<file path="config.mk">
export PLATFORM = sky130hd
export DESIGN_NAME = sipo_1to10_align
export DESIGN_NICKNAME = d
export VERILOG_FILES = /design/src/rtl/sipo_1to10_align.sv
export SDC_FILE = /design/constraint.sdc
export NUM_CORES = 1
export LEC_CHECK = 0
export ABC_CLOCK_PERIOD_IN_PS = 2200
export BUFFER_PORTS_ARGS = -buffer_cell sky130_fd_sc_hd__buf_2
export CORE_MARGIN = 1.5
export CORE_UTILIZATION = 45
export CTS_CLUSTER_DIAMETER = 50
export CTS_CLUSTER_SIZE = 20
export DETAILED_ROUTE_END_ITERATION = 8
export PLACE_DENSITY = 0.65
export SLEW_MARGIN = 20
export SYNTH_ARGS = -nofsm -noshare
export SYNTH_HDL_FRONTEND = slang
export SYNTH_SLANG_ARGS = --single-unit
</file>
<file path="constraint.sdc">
create_clock -name SI_clk -period 2.2 [get_ports SI_clk]
set_input_delay 0.44 -clock SI_clk [delete_from_list [all_inputs] [get_ports SI_clk]]
set_output_delay 0.44 -clock SI_clk [all_outputs]
set_load 0.1 [all_outputs]
</file>
<file path="src/rtl/sipo_1to10_align.sv">
// TMDS receive deserializer: assembles 10-bit words LSB-first from the serial stream
// and bit-slips the word boundary until DVI control tokens repeatedly land on it.
module sipo_1to10_align #(
  parameter int LOCK_COUNT = 8,
  parameter int MISS_WORDS = 4095
) (
  input  logic       SI_clk,
  input  logic       reset,
  input  logic       SI_data,
  output logic [9:0] PO_data,
  output logic       PO_valid,
  output logic       PO_ctrl,
  output logic       locked,
  output logic       slip
);

  localparam logic [1:0] ST_SEARCH = 2'd0;
  localparam logic [1:0] ST_VERIFY = 2'd1;
  localparam logic [1:0] ST_LOCKED = 2'd2;

  localparam int               TOK_W    = $clog2(LOCK_COUNT + 1);
  localparam logic [TOK_W-1:0] TOK_LIM  = TOK_W'(LOCK_COUNT);
  localparam logic [11:0]      MISS_LIM = 12'(MISS_WORDS);

  // The oldest bit of the 10-bit window is never reused once shifted out, so only
  // the nine most recent bits are stored; the tenth comes straight from SI_data.
  logic [8:0]       sr_q, sr_d;
  logic [3:0]       bit_cnt_q, bit_cnt_d;
  logic             hold_q, hold_d;
  logic [11:0]      miss_cnt_q, miss_cnt_d;
  logic [TOK_W-1:0] tok_cnt_q, tok_cnt_d;
  logic [1:0]       state_q, state_d;
  logic [9:0]       po_data_q, po_data_d;
  logic             po_valid_q, po_valid_d;
  logic             po_ctrl_q, po_ctrl_d;
  logic             locked_q, locked_d;
  logic             slip_q, slip_d;

  logic [9:0]       word;
  logic             word_end;
  logic             is_tok;
  logic             slip_req;
  logic [11:0]      miss_inc;
  logic [TOK_W-1:0] tok_inc;

  always_comb begin
    word     = {SI_data, sr_q};
    word_end = (bit_cnt_q == 4'd9) && !hold_q;
    is_tok   = (word == 10'h354) || (word == 10'h0AB) ||
               (word == 10'h154) || (word == 10'h2AB);
    miss_inc = miss_cnt_q + 12'd1;
    tok_inc  = tok_cnt_q + 1'b1;

    sr_d       = word[9:1];
    miss_cnt_d = miss_cnt_q;
    tok_cnt_d  = tok_cnt_q;
    state_d    = state_q;
    locked_d   = locked_q;
    slip_req   = 1'b0;

    if (word_end) begin
      case (state_q)
        ST_SEARCH: begin
          if (is_tok) begin
            tok_cnt_d  = TOK_W'(1);
            miss_cnt_d = '0;
            if (TOK_LIM <= TOK_W'(1)) begin
              state_d  = ST_LOCKED;
              locked_d = 1'b1;
            end else begin
              state_d = ST_VERIFY;
            end
          end else if (miss_inc >= MISS_LIM) begin
            miss_cnt_d = '0;
            slip_req   = 1'b1;
          end else begin
            miss_cnt_d = miss_inc;
          end
        end
        ST_VERIFY: begin
          if (is_tok) begin
            tok_cnt_d = tok_inc;
            if (tok_inc >= TOK_LIM) begin
              state_d  = ST_LOCKED;
              locked_d = 1'b1;
            end
          end else begin
            tok_cnt_d = '0;
            state_d   = ST_SEARCH;
          end
        end
        ST_LOCKED: begin
          if (is_tok) begin
            miss_cnt_d = '0;
          end else if (miss_inc >= MISS_LIM) begin
            miss_cnt_d = '0;
            tok_cnt_d  = '0;
            state_d    = ST_SEARCH;
            locked_d   = 1'b0;
            slip_req   = 1'b1;
          end else begin
            miss_cnt_d = miss_inc;
          end
        end
        default: begin
          state_d = ST_SEARCH;
        end
      endcase
    end

    // A slip stretches the next word period to 11 clocks by holding the count at 0.
    hold_d = 1'b0;
    if (hold_q) begin
      bit_cnt_d = 4'd0;
    end else if (word_end) begin
      bit_cnt_d = 4'd0;
      hold_d    = slip_req;
    end else begin
      bit_cnt_d = bit_cnt_q + 4'd1;
    end

    po_valid_d = word_end;
    po_data_d  = word_end ? word : po_data_q;
    po_ctrl_d  = word_end ? is_tok : po_ctrl_q;
    slip_d     = slip_req;
  end

  always_ff @(posedge SI_clk or posedge reset) begin
    if (reset) begin
      sr_q       <= '0;
      bit_cnt_q  <= '0;
      hold_q     <= 1'b0;
      miss_cnt_q <= '0;
      tok_cnt_q  <= '0;
      state_q    <= ST_SEARCH;
      po_data_q  <= '0;
      po_valid_q <= 1'b0;
      po_ctrl_q  <= 1'b0;
      locked_q   <= 1'b0;
      slip_q     <= 1'b0;
    end else begin
      sr_q       <= sr_d;
      bit_cnt_q  <= bit_cnt_d;
      hold_q     <= hold_d;
      miss_cnt_q <= miss_cnt_d;
      tok_cnt_q  <= tok_cnt_d;
      state_q    <= state_d;
      po_data_q  <= po_data_d;
      po_valid_q <= po_valid_d;
      po_ctrl_q  <= po_ctrl_d;
      locked_q   <= locked_d;
      slip_q     <= slip_d;
    end
  end

  assign PO_data  = po_data_q;
  assign PO_valid = po_valid_q;
  assign PO_ctrl  = po_ctrl_q;
  assign locked   = locked_q;
  assign slip     = slip_q;

endmodule

</file>
==> results of run 1 <==
-- power groups by stage --
stage | Combinational, W | Sequential (W) | Clock (W)
floorplan | 0.000442 | 0.00105 | 0
global placement | 0.000720 | 0.000984 | 0
detailed placement | 0.000726 | 0.000986 | 0
CTS | 0.000760 | 0.000970 | 0.000522
global route | 0.000958 | 0.000976 | 0.000552
finish | 0.000858 | 0.000968 | 0.000505
-- cell usage in the layout (no fill, tap or decap), drive strengths merged, types with 3 or more instances in the layout --
| master | Yosys | layout |
|---|---|---|
| a21oi | 9 | 9 |
| a31oi | 8 | 8 |
| and3 | 3 | 3 |
| buf | 2 | 51 |
| clkbuf | 4 | 6 |
| clkinv | 1 | 3 |
| dfrtp | 46 | 46 |
| ha | 8 | 8 |
| inv | 10 | 10 |
| nand2 | 43 | 43 |
| nand2b | 7 | 7 |
| nand3 | 9 | 9 |
| nor2 | 11 | 11 |
| nor3 | 6 | 6 |
| o21ai | 10 | 10 |
| or3 | 4 | 4 |
| xnor2 | 3 | 3 |
-- cell families (layout without fill, tap and decap cells) --
family,after synthesis,in the layout
simple gates,93,93
xor+xnor,5,5
compound gates,44,44
mux,3,3
buf+inv,17,70
flops,46,46
fa+ha+maj,8,8
-- path summary, 6_finish.rpt --
kind                                                 from                   endpoint  slack [ns]  cells past startpoint
worst max register to register  miss_cnt_q[1]$_DFFE_PP0P_   tok_cnt_q[3]$_DFFE_PP0P_       -0.21                      8
min in group SI_clk                               SI_data          sr_q[8]$_DFF_PP0_        0.26                      1
worst max-delay path            miss_cnt_q[1]$_DFFE_PP0P_   tok_cnt_q[3]$_DFFE_PP0P_       -0.21                      8
max in group asynchronous                           reset  miss_cnt_q[0]$_DFFE_PP0P_        1.50                      3
worst min-delay path                                reset             slip$_DFF_PP0_        0.14                      2
worst min register to register          sr_q[7]$_DFF_PP0_          sr_q[6]$_DFF_PP0_        0.43                      0
-- layer usage --
layer	wire length [um]	vias to the layer above	global-route usage (%)
met2	2040	28	29.1
met1	2210	804	27.4
met3	125	6	4.31
met5	0	-	0
li1	-	864	-
met4	64	0	6.29
-- through the flow --
| stage | setup WS [ns] | hold slack (ns) | TNS [ns] | area, um2 |
|---|---|---|---|---|
| final | -0.211 | 0.138 | -1.02 | 2720 |
| after detailed placement | -0.159 | 0.404 | -1.35 | 2520 |
| after CTS | -0.189 | 0.153 | -1.60 | 2650 |
| after floorplan | -0.0502 | 0.385 | -0.192 | 2180 |
| after global placement | -0.132 | 0.407 | -0.703 | 2520 |
| after global routing | -0.340 | 0.180 | -1.77 | 2720 |
-- what timing repair did --
item                                    4_1_cts  5_1_grt
pin swaps                                     6        3
setup buffers                                 3        3
endpoints found under the setup margin       14       16
resized for setup                             3        8
-- cell type report --
class / count / area (um2)
Fill cell: 402 / 1940
Sequential cell: 46 / 1150
Multi-Input combinational cell: 153 / 1010
Timing Repair Buffer: 51 / 363
Clock buffer: 6 / 72.6
Tap cell: 54 / 67.6
Inverter: 11 / 41.3
Clock inverter: 2 / 13.8
-- sequential cells by signal (all words and copies together) (netlist names) --
register / count
slip: 1
PO_valid: 1
PO_data: 10
sr_q: 9
hold_q: 1
locked: 1
bit_cnt_q: 4
state_q: 2
PO_ctrl: 1
tok_cnt_q: 4
miss_cnt_q: 12
==> impl_results.md, run 1 <==
- Synth Area per Inst: about 10 um2
- Combinational family with the most area after synthesis: simple AND/OR/NAND/NOR gates
- Area growth syn-to-layout: 25.7%
- CTS Buf Count: 5
- LEAKAGE: 1.28 nW
- Initial antenna violation count: 0
- Critical Path Slowest Stage Cell: dfrtp_1
- Post-DP HPWL: just over 3 mm
- # setup viols final: 6
- Clock network fraction of total power: 21.6%
- Initial drt markers: 94
- Routed via count: around 1700
- Peak Freq: 415 MHz
- CTS Hold Bufs: 0
- First-pass GRT wire length: between 7 and 8 mm
- Actual slew at the worst max-slew pin: approximately 0.49 ns
- Clock tree sinks: 46
- Max_cap viols: 0
- Tot Pwr: between 0.002 and 0.0025 W
- Rel. slew slack: roughly 67%
- DRC: 0
- Post-synth top cells: dfrtp_1, nand2_1, nor2_1, inv_1
- Sequential share of the synthesized area: about 53%
- Final Max Tran Viols: 0
- Die span in y: just over 70 um
- Status: finished, violations left
- Setup Skew: about 0.007 ns
- Io pins: 17
- Die area: 0.00523 mm2
- Post-synth EDFFs: 0
- Synth Area in Simple Gates: 21.4%
- Worst setup EP type: register
- Cell Chain, Critical Path: ha_4 > nand3_4 > or3_4 > a2111oi_4 > buf_4 > a311o_1 > o211ai_1 > mux2_2
- WP data arrival: between 2 and 3 ns
- Seq pwr share: between 40% and 50%
- Routed WL: between 4 and 5 mm
- Initial DRT Pass Iterations: 4
- Vias/cell: about 5.3
- Layout net count: approximately 280
- CP max FO: 4
- Final worst path period need: 2.41 ns
- Wire per inst: around 14 um
- Pint: about 0.0015 W
- Final Non-Filler Cells: around 320
- Mapped Area: approximately 0.0022 mm2
- Critical path class: reg -> reg
- Fin. Hold Viols: 0
- Peak supply drop: around 0.00054 V
- Worst setup margin: -0.211 ns
- Pwr Density: roughly 860 mW/mm2
- DP Cell Count: between 300 and 400
- Switching power: about 0.00081 W
- Core area: ~0.0047 mm2
- Synth area leader: dfrtp_1
- All-Layer GR Usage: between 10% and 20%
- Ratio of cells with drive above 1 in the final layout: between 20% and 30%
- FP Rows: 25
- WP data required: approximately 2.4 ns
- Main flop type after synthesis: dfrtp_1
- GPL Wtd Cong: 0.827
- Via count of the first global-routing pass: between 1500 and 2000
- Syn_nets: ~230
- Syn Inst Count: between 200 and 250
- Net Sw Frac: a little over a third
- RSZ-0062 raised after global routing: yes
- GRT overflow: 0
- Fin crit share: 110%
- Yosys reg bits: 46
- Largest net degree at the start of global routing: 23
- Top-count cell post-synth: dfrtp_1
- ANT cells: 0
- Clock tree buffer depth: 2
- Hold Path Class: in -> async
- Yosys warning total: 0
- H-tree Lvls: 2
- # port buffers: 16
- Mux cell area share after synthesis: ~1.5%
- Synth Area in Compound Gates: about 14%
- Core Util, Final: around three fifths
- Clk_lat worst skew: 0.29 ns
- Synth Area in XOR/XNOR: 2.03%
- Die Wd: just over 70 um
- CTS Root Cell: clkbuf_8
- Initial core utilization: 46.4%
- Slowest cell delay on critical path: between 0.4 and 0.5 ns
- Comb pwr share: around 37%
- Worst Path Buf+Inv: 1
- Top Family by Delay on Critical Path: compound AO/OA/AOI/OAI gates
- Worst Setup Start Kind: register
- Synth top area share: between 50% and 60%
- Largest cells by area after synthesis: dfrtp_1, nand2_1, ha_1
- Adder-Cell Fraction of Synth Area: under 10%
- Cell variety after synth: 47
- Number of routed nets with antenna violations: 0
- CTS tree: yes
- Failing checks: setup timing
- Worst-path clk slew: about 0.090 ns
- Ys async rst share: 100%
Power figures use the tool's default switching activity.
==> inputs of run 2 (changes only) <==
--- a/config.mk
+++ b/config.mk
@@ -5,6 +5,7 @@
 export SDC_FILE = /design/constraint.sdc
 export NUM_CORES = 1
 export LEC_CHECK = 0
+export ABC_AREA = 1
 export ABC_CLOCK_PERIOD_IN_PS = 2200
 export BUFFER_PORTS_ARGS = -buffer_cell sky130_fd_sc_hd__buf_2
 export CORE_MARGIN = 1.5
@@ -12,7 +13,6 @@
 export CTS_CLUSTER_DIAMETER = 50
 export CTS_CLUSTER_SIZE = 20
 export DETAILED_ROUTE_END_ITERATION = 8
-export PLACE_DENSITY = 0.65
 export SLEW_MARGIN = 20
 export SYNTH_ARGS = -nofsm -noshare
 export SYNTH_HDL_FRONTEND = slang
==> impl_results.md, run 2 <==
- Status: complete, no violations
- CTS Hold Bufs: 0 (unchanged)
- Worst Setup Start Kind: register
- Die area: 0.00563 mm2 (+7.6%)
- R2r endpoint: tok_cnt_q[1]$_DFFE_PP0P_
- Reg2Reg Launch Point: miss_cnt_q[1]$_DFFE_PP0P_
- Fillers: 483 (+20%)
- Clock tree buffer depth: 2 (unchanged)
- Syn Inst Count: 275 (+27%)
- R2R Setup Slk: 0.30 ns (+0.51 ns)
- Actual slew at the worst max-slew pin: 0.493 ns (+0.00488 ns)
- Postcts setup bufs: 0 (-3)
- Seq pwr share: 55.7% (+14 points)
- Setup Skew: 0.00827 ns (+0.00116 ns)
- Worst-path clk slew: 0.10 ns (about the same)
- # setup viols final: 0 (-6)
- GRT overflow: 0 (unchanged)
- Clock network fraction of total power: 33.4% (+12 points)
- Critical path class: reg -> reg
- Post-synth EDFFs: 0 (unchanged)
- Setup TNS: 0 ns (+1.02 ns)
- WP data arrival: 2.10 ns (-0.50 ns)
- Max_cap viols: 0 (unchanged)
- Largest reg by FF count: miss_cnt_q
- Final Non-Filler Cells: 370 (+15%)
- Met3 WL: 139 um (+11%)
- Most common cell after layout, fill and taps aside: nand2_1
- Most frequent cells in the layout: nand2_1, dfrtp_1, nand3_1
- Layout net count: 310 (+11%)
- CTS Buf Count: 5 (unchanged)
- CP max FO: 14 (+10)
- Top-count cell post-synth: nand2_1
- Post-Layout Inst Area: 0.00261 mm2 (-4.1%)
- Clk_lat worst skew: 0.30 ns (about the same)
- Met1 WL: 2.15 mm (-2.5%)
- Switching power: 0.000463 W (-43%)
- Die Wd: 75.0 um (+3.7%)
- ANT cells: 0 (unchanged)
- First-pass GRT wire length: 7.42 mm (-3.7%)
- R2R depth: 10 (+2)
- Final worst path period need: 1.90 ns (-0.511 ns)
- Synth top area share: 49.3% (-3.9 points)
- GPL Wtd Cong: 0.846 (+2.3%)
- Final Max Tran Viols: 0 (unchanged)
- Largest net degree at the start of global routing: 23 (unchanged)
- Sequential share of the synthesized area: 49.3% (-3.9 points)
- Synth Area per Inst: 8.49 um2 (-15%)
- Largest register FFs: 12 (unchanged)
- Initial antenna violation count: 0 (unchanged)
- Syn_nets: 286 (+26%)
- Post-synth top cells: nand2_1, dfrtp_1, nand3_1, inv_1, nor2_1
- H-tree Lvls: 2 (unchanged)
- LEAKAGE: 1.24 nW (-2.9%)
- Peak Freq: 526 MHz (+27%)
- Largest cells by area after synthesis: dfrtp_1, nand2_1, nand3_1
- Comb pwr share: 10.9% (-26 points)
- Via count of the first global-routing pass: 1654 (+2.2%)
- WP data required: 2.40 ns (about the same)
- Core area: 0.00504 mm2 (+8.2%)
- CTS tree: yes
- All-Layer GR Usage: 17.7% (-1.5 points)
- DP Cell Count: 362 (+17%)
- Routed WL: 4.28 mm (-3.5%)
- Post-DP HPWL: 3.19 mm (+5.1%)
- Worst setup margin: 0.300 ns (+0.511 ns)
- Hold Path Class: in -> async
- Tot Pwr: 0.00160 W (-32%)
- CTS Root Cell: clkbuf_8
- Pint: 0.00113 W (-26%)
- FP Rows: 26 (+4.0%)
- Initial DRT Pass Iterations: 4 (unchanged)
- Ratio of cells with drive above 1 in the final layout: 19.0% (-8.5 points)
- DRC: 0 (unchanged)
- Vias/cell: 4.73 (-10%)
- Number of routed nets with antenna violations: 0 (unchanged)
- Fin crit share: 86.4% (-23 points)
- Peak supply drop: 0.000253 V (-54%)
- FF+latch area: 0.00115 mm2 (unchanged)
- Rel. slew slack: 67.3% (about the same)
- Ys async rst share: 100% (unchanged)
- Clock tree sinks: 46 (unchanged)
- Cell Area, Placed: 0.00251 mm2 (-0.30%)
- Cell variety after synth: 31 (-34%)
- Area growth syn-to-layout: 11.7%
- Worst setup EP type: register
- Fin. Hold Viols: 0 (unchanged)
- Dpl ws: 0.288 ns (+0.448 ns)
- Post-CTS resize count: 0 (-3)
- RSZ-0062 raised after global routing: no
- Met2 WL: 1.95 mm (-4.5%)
- Synth area leader: dfrtp_1
- Top routing layer in use: met4
- Net Sw Frac: 29.0% (-5.7 points)
- Wire per inst: 11.6 um (-16%)
- Yosys warning total: 0 (unchanged)
- Main flop type after synthesis: dfrtp_1
- Io pins: 17 (unchanged)
- Initial drt markers: 68 (-28%)
- Area of the multi-input gates: 0.00102 mm2 (+1.1%)
- # port buffers: 16 (unchanged)
- Pwr Density: 612 mW/mm2 (-29%)
- Mapped Area: 0.00233 mm2 (+7.9%)
- Yosys reg bits: 46 (unchanged)
- Initial core utilization: 46.3% (-0.11 points)
- Routed via count: 1751 (+2.9%)
- Die span in y: 75.0 um (+3.7%)
==> run 2: changes by cell type after synthesis, sizes merged, moves of 7 or more <==
cell | previous run | this run
o21ai | 10 | 21
nand3 | 9 | 36
nand2b | 7 | 0
a31oi | 8 | 0
nor2 | 11 | 27
nand2 | 43 | 70
inv | 10 | 37
==> run 2: power groups by stage <==
stage          registers (W)  logic (W)  clock network, W
5_1_grt             0.000895   0.000192          0.000592
6_report            0.000889   0.000173          0.000533
2_1_floorplan       0.000978  0.0000657                 0
3_3_place_gp        0.000906   0.000175                 0
3_5_place_dp        0.000906   0.000176                 0
4_1_cts             0.000889   0.000176          0.000554
==> run 2: final cells by class <==
cell class	count	area share, %
clock buffers	5	2.64
clock inverters	3	0.912
inverters	37	5.33
multi-input cells	188	39.1
flip-flops and latches	46	44.1
well taps	70	3.36
repair buffers	21	4.51
==> run 2: worst max path at each step <==
stage	startpoint	end	slack, ns	cells past startpoint
after floorplan	miss_cnt_q[1]$_DFFE_PP0P_	miss_cnt_q[0]$_DFFE_PP0P_	0.52	9
after global placement	miss_cnt_q[1]$_DFFE_PP0P_	tok_cnt_q[3]$_DFFE_PP0P_	0.31	12
after global routing	miss_cnt_q[1]$_DFFE_PP0P_	tok_cnt_q[1]$_DFFE_PP0P_	0.05	10
final	miss_cnt_q[1]$_DFFE_PP0P_	tok_cnt_q[1]$_DFFE_PP0P_	0.30	10
after detailed placement	miss_cnt_q[1]$_DFFE_PP0P_	tok_cnt_q[1]$_DFFE_PP0P_	0.29	10
after CTS	miss_cnt_q[1]$_DFFE_PP0P_	tok_cnt_q[1]$_DFFE_PP0P_	0.28	10
==> run 2: kinds of logic after synthesis <==
family | count (synthesis) | synth area share [%]
adders and majority gates | 8 | 4.29
buffers and inverters | 41 | 6.97
AOI/OAI and AO/OA | 27 | 6.38
DFF | 46 | 49.3
and+or+nand+nor | 146 | 30.4
xor gates and xnor gates | 7 | 2.63
==> run 2: per-stage QoR <==
step / util (%) / hold slack [ns]
2_1_floorplan: - / 0.375
3_3_place_gp: 49.9 / 0.389
3_5_place_dp: 49.9 / 0.383
4_1_cts: 51.7 / 0.157
5_1_grt: 51.7 / 0.183
6_report: 51.7 / 0.143
==> run 2: metal layers <==
metal  GRT usage, %  vias up
li1               -      925
met1           25.4      795
met2           26.5       27
met3           3.88        4
met4           5.66        0
met5              0        -
==> run 2: critical path: stages, from the launching register on <==
cell	delay (ns)
dfrtp_1	0.44
ha_1	0.25
nand3_1	0.11
xor2_1	0.19
nand3_1	0.18
nor2_4	0.16
nand3_4	0.16
nand2_4	0.16
nand2_4	0.06
nand2_1	0.07
nand2_1	0.04
